## src/rtl/integer_retirement_unit_pkg.sv

```systemverilog
// Shared control header for the integer retirement unit: word widths, functional
// unit encoding and the in-flight X1/X2 slot entry.
package integer_retirement_unit_pkg;

  localparam int TIA_WORD_WIDTH  = 32;
  localparam int IRU_NUM_REGISTERS = 8;
  localparam int IRU_INDEX_WIDTH = $clog2(IRU_NUM_REGISTERS);

  typedef enum logic [1:0] {
    FU_ALU = 2'd0,
    FU_SM  = 2'd1,
    FU_IMU = 2'd2
  } functional_unit_t;

  typedef struct packed {
    logic                       valid;
    logic [1:0]                 retiring_stage;
    functional_unit_t           functional_unit;
    logic                       destination_valid;
    logic [IRU_INDEX_WIDTH-1:0] destination_index;
  } in_flight_entry_t;

  // Anything other than an explicit stage 2 retires in X1.
  function automatic logic [1:0] normalize_stage(input logic [2:0] stage);
    return (stage == 3'd2) ? 2'd2 : 2'd1;
  endfunction

endpackage

```

## src/rtl/integer_retirement_unit_hazard.sv

```systemverilog
// Combinational issue-stall generation: RAW hazards against both in-flight slots
// and the single-writeback-port conflict between a new stage-1 op and a stage-2 op in X1.
module integer_hazard_detector
  import integer_retirement_unit_pkg::*;
(
  input  in_flight_entry_t           x1_entry,
  input  in_flight_entry_t           x2_entry,
  input  logic                       issue_valid,
  input  logic [2:0]                 issue_retiring_stage,
  input  logic                       issue_source_0_valid,
  input  logic [IRU_INDEX_WIDTH-1:0] issue_source_0_index,
  input  logic                       issue_source_1_valid,
  input  logic [IRU_INDEX_WIDTH-1:0] issue_source_1_index,
  output logic                       issue_stall
);

  function automatic logic raw_hit(input in_flight_entry_t entry,
                                   input logic s0_valid, input logic [IRU_INDEX_WIDTH-1:0] s0,
                                   input logic s1_valid, input logic [IRU_INDEX_WIDTH-1:0] s1);
    return entry.valid && entry.destination_valid &&
           ((s0_valid && (s0 == entry.destination_index)) ||
            (s1_valid && (s1 == entry.destination_index)));
  endfunction

  logic raw_hazard;
  logic port_hazard;

  always_comb begin
    raw_hazard = raw_hit(x1_entry, issue_source_0_valid, issue_source_0_index,
                         issue_source_1_valid, issue_source_1_index) ||
                 raw_hit(x2_entry, issue_source_0_valid, issue_source_0_index,
                         issue_source_1_valid, issue_source_1_index);
    // Port conflict ignores destination_valid: the commit port also carries non-register updates.
    port_hazard = (normalize_stage(issue_retiring_stage) == 2'd1) &&
                  x1_entry.valid && (x1_entry.retiring_stage == 2'd2);
    issue_stall = issue_valid && (raw_hazard || port_hazard);
  end

endmodule

```

## src/rtl/integer_retirement_unit.sv

```systemverilog
// Integer retirement unit: X1/X2 in-flight slots, writeback port selection and issue stall.
// Optional retirement/stall counters are enabled with INTEGER_RETIREMENT_COUNTERS_EN.
module integer_retirement_unit
  import integer_retirement_unit_pkg::*;
#(
  parameter int NUM_REGISTERS = IRU_NUM_REGISTERS,
  localparam int REGISTER_INDEX_WIDTH = $clog2(NUM_REGISTERS)
) (
  input  logic                            clock,
  input  logic                            reset,
  input  logic                            issue_valid,
  input  logic [2:0]                      issue_retiring_stage,
  input  functional_unit_t                issue_functional_unit,
  input  logic                            issue_destination_valid,
  input  logic [REGISTER_INDEX_WIDTH-1:0] issue_destination_index,
  input  logic                            issue_source_0_valid,
  input  logic [REGISTER_INDEX_WIDTH-1:0] issue_source_0_index,
  input  logic                            issue_source_1_valid,
  input  logic [REGISTER_INDEX_WIDTH-1:0] issue_source_1_index,
  output logic                            issue_stall,
  input  logic [TIA_WORD_WIDTH-1:0]       alu_result,
  input  logic [TIA_WORD_WIDTH-1:0]       sm_result,
  input  logic [TIA_WORD_WIDTH-1:0]       imu_result,
  output logic                            writeback_valid,
  output logic [REGISTER_INDEX_WIDTH-1:0] writeback_index,
  output logic [TIA_WORD_WIDTH-1:0]       writeback_data,
  output logic                            quiescent
`ifdef INTEGER_RETIREMENT_COUNTERS_EN
  ,
  output logic [31:0]                     retired_count,
  output logic [31:0]                     stall_count
`endif
);

  in_flight_entry_t x1_entry;
  in_flight_entry_t x2_entry;
  logic             accept;
  logic             x1_retire;
  logic             x2_retire;

  integer_hazard_detector hazard (
    .x1_entry             (x1_entry),
    .x2_entry             (x2_entry),
    .issue_valid          (issue_valid),
    .issue_retiring_stage (issue_retiring_stage),
    .issue_source_0_valid (issue_source_0_valid),
    .issue_source_0_index (issue_source_0_index),
    .issue_source_1_valid (issue_source_1_valid),
    .issue_source_1_index (issue_source_1_index),
    .issue_stall          (issue_stall)
  );

  assign accept = issue_valid && !issue_stall;

  always_ff @(posedge clock) begin
    if (reset) begin
      x1_entry <= '0;
      x2_entry <= '0;
    end else begin
      if (accept) begin
        x1_entry.valid             <= 1'b1;
        x1_entry.retiring_stage    <= normalize_stage(issue_retiring_stage);
        x1_entry.functional_unit   <= issue_functional_unit;
        x1_entry.destination_valid <= issue_destination_valid;
        x1_entry.destination_index <= issue_destination_index;
      end else begin
        x1_entry <= '0;
      end
      if (x1_entry.valid && (x1_entry.retiring_stage == 2'd2)) begin
        x2_entry <= x1_entry;
      end else begin
        x2_entry <= '0;
      end
    end
  end

  assign x1_retire = x1_entry.valid && (x1_entry.retiring_stage == 2'd1);
  assign x2_retire = x2_entry.valid;
  assign quiescent = !x1_entry.valid && !x2_entry.valid;

  // Hazard rules keep x1 and x2 retirements disjoint, so priority order is arbitrary.
  always_comb begin
    writeback_valid = 1'b0;
    writeback_index = '0;
    writeback_data  = alu_result;
    if (x2_retire) begin
      writeback_valid = x2_entry.destination_valid;
      writeback_index = x2_entry.destination_index;
      case (x2_entry.functional_unit)
        FU_SM:   writeback_data = sm_result;
        FU_IMU:  writeback_data = imu_result;
        default: writeback_data = alu_result;
      endcase
    end else if (x1_retire) begin
      writeback_valid = x1_entry.destination_valid;
      writeback_index = x1_entry.destination_index;
      writeback_data  = alu_result;
    end
  end

`ifdef INTEGER_RETIREMENT_COUNTERS_EN
  // Saturating counters; retirements count even without a register destination.
  always_ff @(posedge clock) begin
    if (reset) begin
      retired_count <= '0;
      stall_count   <= '0;
    end else begin
      if ((x1_retire || x2_retire) && (retired_count != 32'hFFFF_FFFF)) begin
        retired_count <= retired_count + 32'd1;
      end
      if (issue_stall && (stall_count != 32'hFFFF_FFFF)) begin
        stall_count <= stall_count + 32'd1;
      end
    end
  end
`endif

endmodule
```

## config.mk

```make
export PLATFORM = sky130hd
export DESIGN_NAME = integer_retirement_unit
export DESIGN_NICKNAME = d
export VERILOG_FILES = /design/src/rtl/integer_retirement_unit_pkg.sv /design/src/rtl/integer_retirement_unit_hazard.sv /design/src/rtl/integer_retirement_unit.sv
export SDC_FILE = /design/constraint.sdc
export NUM_CORES = 1
export LEC_CHECK = 0
export CAP_MARGIN = 20
export CORE_MARGIN = 2
export CORE_UTILIZATION = 25
export CTS_BUF_LIST = sky130_fd_sc_hd__clkbuf_4
export DETAILED_ROUTE_END_ITERATION = 10
export GPL_ROUTABILITY_DRIVEN = 1
export PLACE_DENSITY = 0.85
export SLEW_MARGIN = 15
export SYNTH_ARGS = -nofsm -noshare
export SYNTH_HDL_FRONTEND = slang
export SYNTH_SLANG_ARGS = --single-unit
```

## constraint.sdc

```tcl
create_clock -name clock -period 1.4 [get_ports clock]
set_input_delay 0.14 -clock clock [delete_from_list [all_inputs] [get_ports clock]]
set_output_delay 0.14 -clock clock [all_outputs]
set_load 0.02 [all_outputs]
```

-- Yosys cells after proc, flatten, opt, wreduce, memory -nomap -nowiden
Index checks and enable logic that the tools add are counted.
- equal/unequal tests: 10
- multiplexer cells: 8
- bitwise gates (word level): 2
- reductions and logical operators: 24
- operators with widths (operator ; number):
    32-bit case mux with 2 select lines ; 1
    32-bit 2-to-1 mux ; 1
    1-bit logical AND ; 15
    3-bit == test ; 4
    9-bit 2-to-1 mux ; 1
    2-bit by 1-bit == test with 1-bit output, second input constant ; 3
    3-bit 2-to-1 mux ; 2
    2-bit == test, second input constant ; 2
    1-bit logical OR ; 4
    2-bit OR reduction ; 2
    3-bit by 2-bit == test with 1-bit output, second input constant ; 1
    1-bit zero test ; 3
    1-bit 2-to-1 mux ; 2
    2-bit 2-to-1 mux ; 1
    1-bit inverter ; 2
- bits in registers: 16
- input bits: 116
- output and inout port bits: 38
- logic and storage cells: 53

-- Depth between registers and ports, before layout
- word-level depth: 11
- gate-level depth with buffers: 7
- mapped depth without buffers: 5

-- Hierarchy
From an unflattened synthesis, not the netlist that was laid out.
- cells, all modules: 146
- area total of the unflattened synthesis: 1620.3 µm²
- by module, submodules not included (module ; times used ; cells each ; area each (µm²) ; sequential area each (µm²)):
    integer_retirement_unit ; 1 ; 122 ; 1445.1 ; 360.3
    integer_hazard_detector ; 1 ; 24 ; 175.2 ; 0.0

-- Least setup slack after synthesis
Ideal clock, no wire load.
- kind: reg2out
- from: reg, netlist name x2_entry[4]
- to: out writeback_data[23]
- arrival time: 1601 ps
- data required time: 1260 ps
- path slack: -341 ps
- stages on the path, launching flop included: 7
- buffers on the path: 2
- cells stage by stage: dfxtp_1 -> inv_1 -> ha_1 -> nand2b_1 -> clkbuf_1 -> clkbuf_1 -> o21ai_0
- word-level cells in the longest chain between the ends: 3
- elaborated cells between the ends (all ways): 4
- those cells by class: eq/ne (2); mux (2)
- ends and longest elaborated chain (item ; line ; RTL):
    2-bit == test or 2-bit by 1-bit == test with 1-bit output (tied branches) ; integer_retirement_unit.sv:89 ; case (x2_entry.functional_unit)
    32-bit case mux with 2 select lines (*) ; integer_retirement_unit.sv:89 ;
    32-bit 2-to-1 mux (*) ; integer_retirement_unit.sv:86 ; if (x2_retire) begin
    to (decl) ; integer_retirement_unit.sv:26 ; output logic [TIA_WORD_WIDTH-1:0] writeback_data,
Every way passes the cells marked *; elsewhere a longest branch is shown, timed or not.

-- Final worst setup path
- from: reg, netlist name x2_entry[4]
- to: out writeback_data[31]
- word-level cells in the longest chain between the ends: 3
- elaborated cells between the ends (all ways): 4
- those cells by class: eq/ne (2); mux (2)
- ends and longest elaborated chain (item ; line):
    2-bit == test or 2-bit by 1-bit == test with 1-bit output (tied branches) ; integer_retirement_unit.sv:89
    32-bit case mux with 2 select lines (*) ; integer_retirement_unit.sv:89
    32-bit 2-to-1 mux (*) ; integer_retirement_unit.sv:86
Marked as above.

==> impl_results.md <==
- Area after DPL: 3430 sq um
- Most used cell, CP: buf_12
- Via/cell ratio: 4.99
- CP Data Arrival Time: 1710 ps
- Slew HR: 74.6%
- Synth Area in XOR/XNOR: 7.90%
- H-Tree Depth: 1
- Unrepaired setup endpoints after global routing: true
- Routed vias: 2210
- Drt total wl: 7.80 mm
- Power per cell area: 358 nW/um^2
- GRT Total Usage: 23.2%
- DR top layer: met4
- Design Area, Final: 4080 sq um
- Synth Net Count: 314
- Die W: 76.9 um
- # port buffers: 153
- Initial core utilization: 26.0%
- Share of synthesized registers carrying an async set or reset: 0%
- Max clock buf depth: 2
- Area Overhead vs Synth: 207%
- Fin. Hold Viols: 0
- Total congestion overflow: 0
- Buf+Inv Stages, Crit Path: 4
- Synth Flop Type: dfxtp_1
- Top cell type by total area after synthesis: dfxtp_1
- Max frequency: 541 MHz
- Max-slew violation count: 0
- Netlist cell types: 26
- Type of destination of the critical path: output port
- Worst-path clk slew: 90 ps
- WL met1: 2.89 mm
- Required time of the critical path: 1260 ps
- First-pass GRT wire length: 11.2 mm
- Met3 WL: 475 um
- Max Fanout on Critical Path: 8
- DIE AREA: 5920 sq um
- CORE AREA: 5110 sq um
- Main combinational cell family by area after synthesis: compound AO/OA/AOI/OAI gates
- Number of enable flip-flop cells after synthesis: 0
- Worst-margin pin slew: 381 ps
- Number of global-route vias before repair: 2223
- MaxCap Viol Count: 0
- Fill count: 305
- Hold crit path type: input pin to flop
- Num CTS Buffers: 3
- Post-synthesis adder-cell area fraction: 1.88%
- Failing checks: setup timing
- I/O Pins: 154
- CP max-delay cell: dfxtp_2
- ANT cells: 0
- Post-Route Utilization: 79.9%
- Period utilisation layout: 132%
- Clock sinks: 16
- Most frequent cells after synthesis: nand2_1, o21ai_0, a22oi_1
- Worst setup margin: -449 ps
- CTS tree: yes
- Post-route ant nets: 0
- Met2 wire len: 4.29 mm
- Synthesized instance count: 196
- DR iter-0 viols: 70
- Leakage power: 0.00156 uW
- Row count: 26
- Dpl ws: -745 ps
- Chip height: 76.9 um
- Placed Cells: 428
- HPWL after detailed placement: 5.37 mm
- CTS root buffer: clkbuf_4
- Fin cells: 443
- Peak supply drop: 0.000553 V
- Mux contribution to synthesized area: 0%
- Hold-fix buffers at CTS: 0
- Largest net degree at the start of global routing: 13
- Mapped Area: 1330 sq um
- Syn_area_per_cell: 6.79 sq um
- Final Setup Violations: 38
- First-pass DRT Iterations: 4
- Skew-Pair Late Insertion Delay: 300 ps
- Layout Skew: 3.41 ps
- Area contributors post-synth: dfxtp_1, a22oi_1, nand2_1, o21ai_0, xnor2_1
- Synth Area in Compound Gates: 33.5%
- Outcome: finished with violations
- Cell family with most CP delay: buffers and inverters
- Gpl congestion: 0.838
- Final #Nets: 492
- Post-layout min period: 1850 ps
- Average wire per standard cell: 17.6 um
- Worst path max stage delay: 340 ps
- Share of cells above drive strength 1: 49.6%
- Simple-gate share of the synthesized area: 27.2%
- Reg area: 340 sq um
- Remaining DRCs: 0
- Worst path cell trace: inv_2 > ha_4 > nand2b_4 > buf_12 > buf_12 > o21ai_2 > buf_6
- Crit start category: flop
- Initial antenna violation count: 0
- Count leader, synth: nand2_1
- Synth warn: 0
- R2R Setup Slk: -30 ps
- Share of the synthesized area in the top cell type: 24.1%
- Seq/Total Area, Yosys: 24.1%
- Multi-input logic area: 1610 sq um
- Crit path kind: flop to output port
- Seq cells post-synth: 16
logic make-up after synthesis:
family                   after synthesis
flip-flops                            16
AND/OR/NAND/NOR                       78
XOR/XNOR                              12
AO/OA/AOI/OAI                         71
adder cells (fa/ha/maj)                2
buffers and inverters                 17
tightest hold or removal path, cell delays in order:
cell and delay [ps]:
dlygate4sd2_1 190, or3b_4 120, buf_4 120, nor4_4 40
per-stage QoR:
stage / hold slack, ps / total power (uW) / TNS (ps)
CTS: 331 / 1390 / -14090
detailed placement: 411 / 1140 / -21220
finish: 345 / 1460 / -12890
global placement: 411 / 1120 / -20000
floorplan: 258 / 684 / -85.1
global route: 361 / 1520 / -14980
report_power, final:
part           total (uW)  switching [uW]  internal, uW
combinational         730             263           467
sequential            471            10.4           461
clock                 259             155           104
total                1460             428          1030
registers in the layout (all words and copies together), names as in the netlist:
name / cells
x1_entry: 9
x2_retire: 1
x2_entry: 6
routing by layer:
layer  GRT usage [%]  vias to the layer above
li1                -                     1056
met1            25.9                     1040
met2            45.3                       99
met5               0                        -
met3            3.53                       15
met4            5.45                        0
layout make-up:
cell class,count,area share (%)
sequential,16,8.34
tap,70,2.15
multi-input combinational,163,39.6
clock inverter,1,0.0920
clock buffer,3,0.552
inverter,2,0.184
timing repair buffer,188,49.1
final timing paths:
kind / from / to / cells past startpoint
setup / recovery: x2_entry[4] / writeback_data[31] / 7
hold / removal: issue_retiring_stage[2] / x1_entry[7] / 4
setup reg to reg: x2_entry[2] / x1_entry[7] / 5
hold reg to reg: x1_entry[5] / x2_entry[5] / 1
cells in the final DEF (no fill, tap or decap), types with 3 or more instances in the layout:
cell type	n
and2_1	6
dlygate4sd2_1	3
dlymetal6s2s_1	3
nand2_1	26
o21ai_2	5
buf_4	20
xnor2_1	6
a22oi_1	13
dfxtp_4	3
dfxtp_2	7
a22oi_2	19
xor2_2	3
clkdlybuf4s50_1	109
nor3_2	4
o21ai_4	30
nand2_2	19
nor3_1	5
nand2_4	4
buf_6	43
clkbuf_4	3
dfxtp_1	6
buf_12	6
timing repair:
item / in CTS / in global routing
gates resized for setup: 241 / 102
cloned: 2 / 1
setup buffers: 3 / 6
endpoints found under the setup margin: 40 / 47
pin swaps: 7 / 18
(Power assumes the default switching activity.)
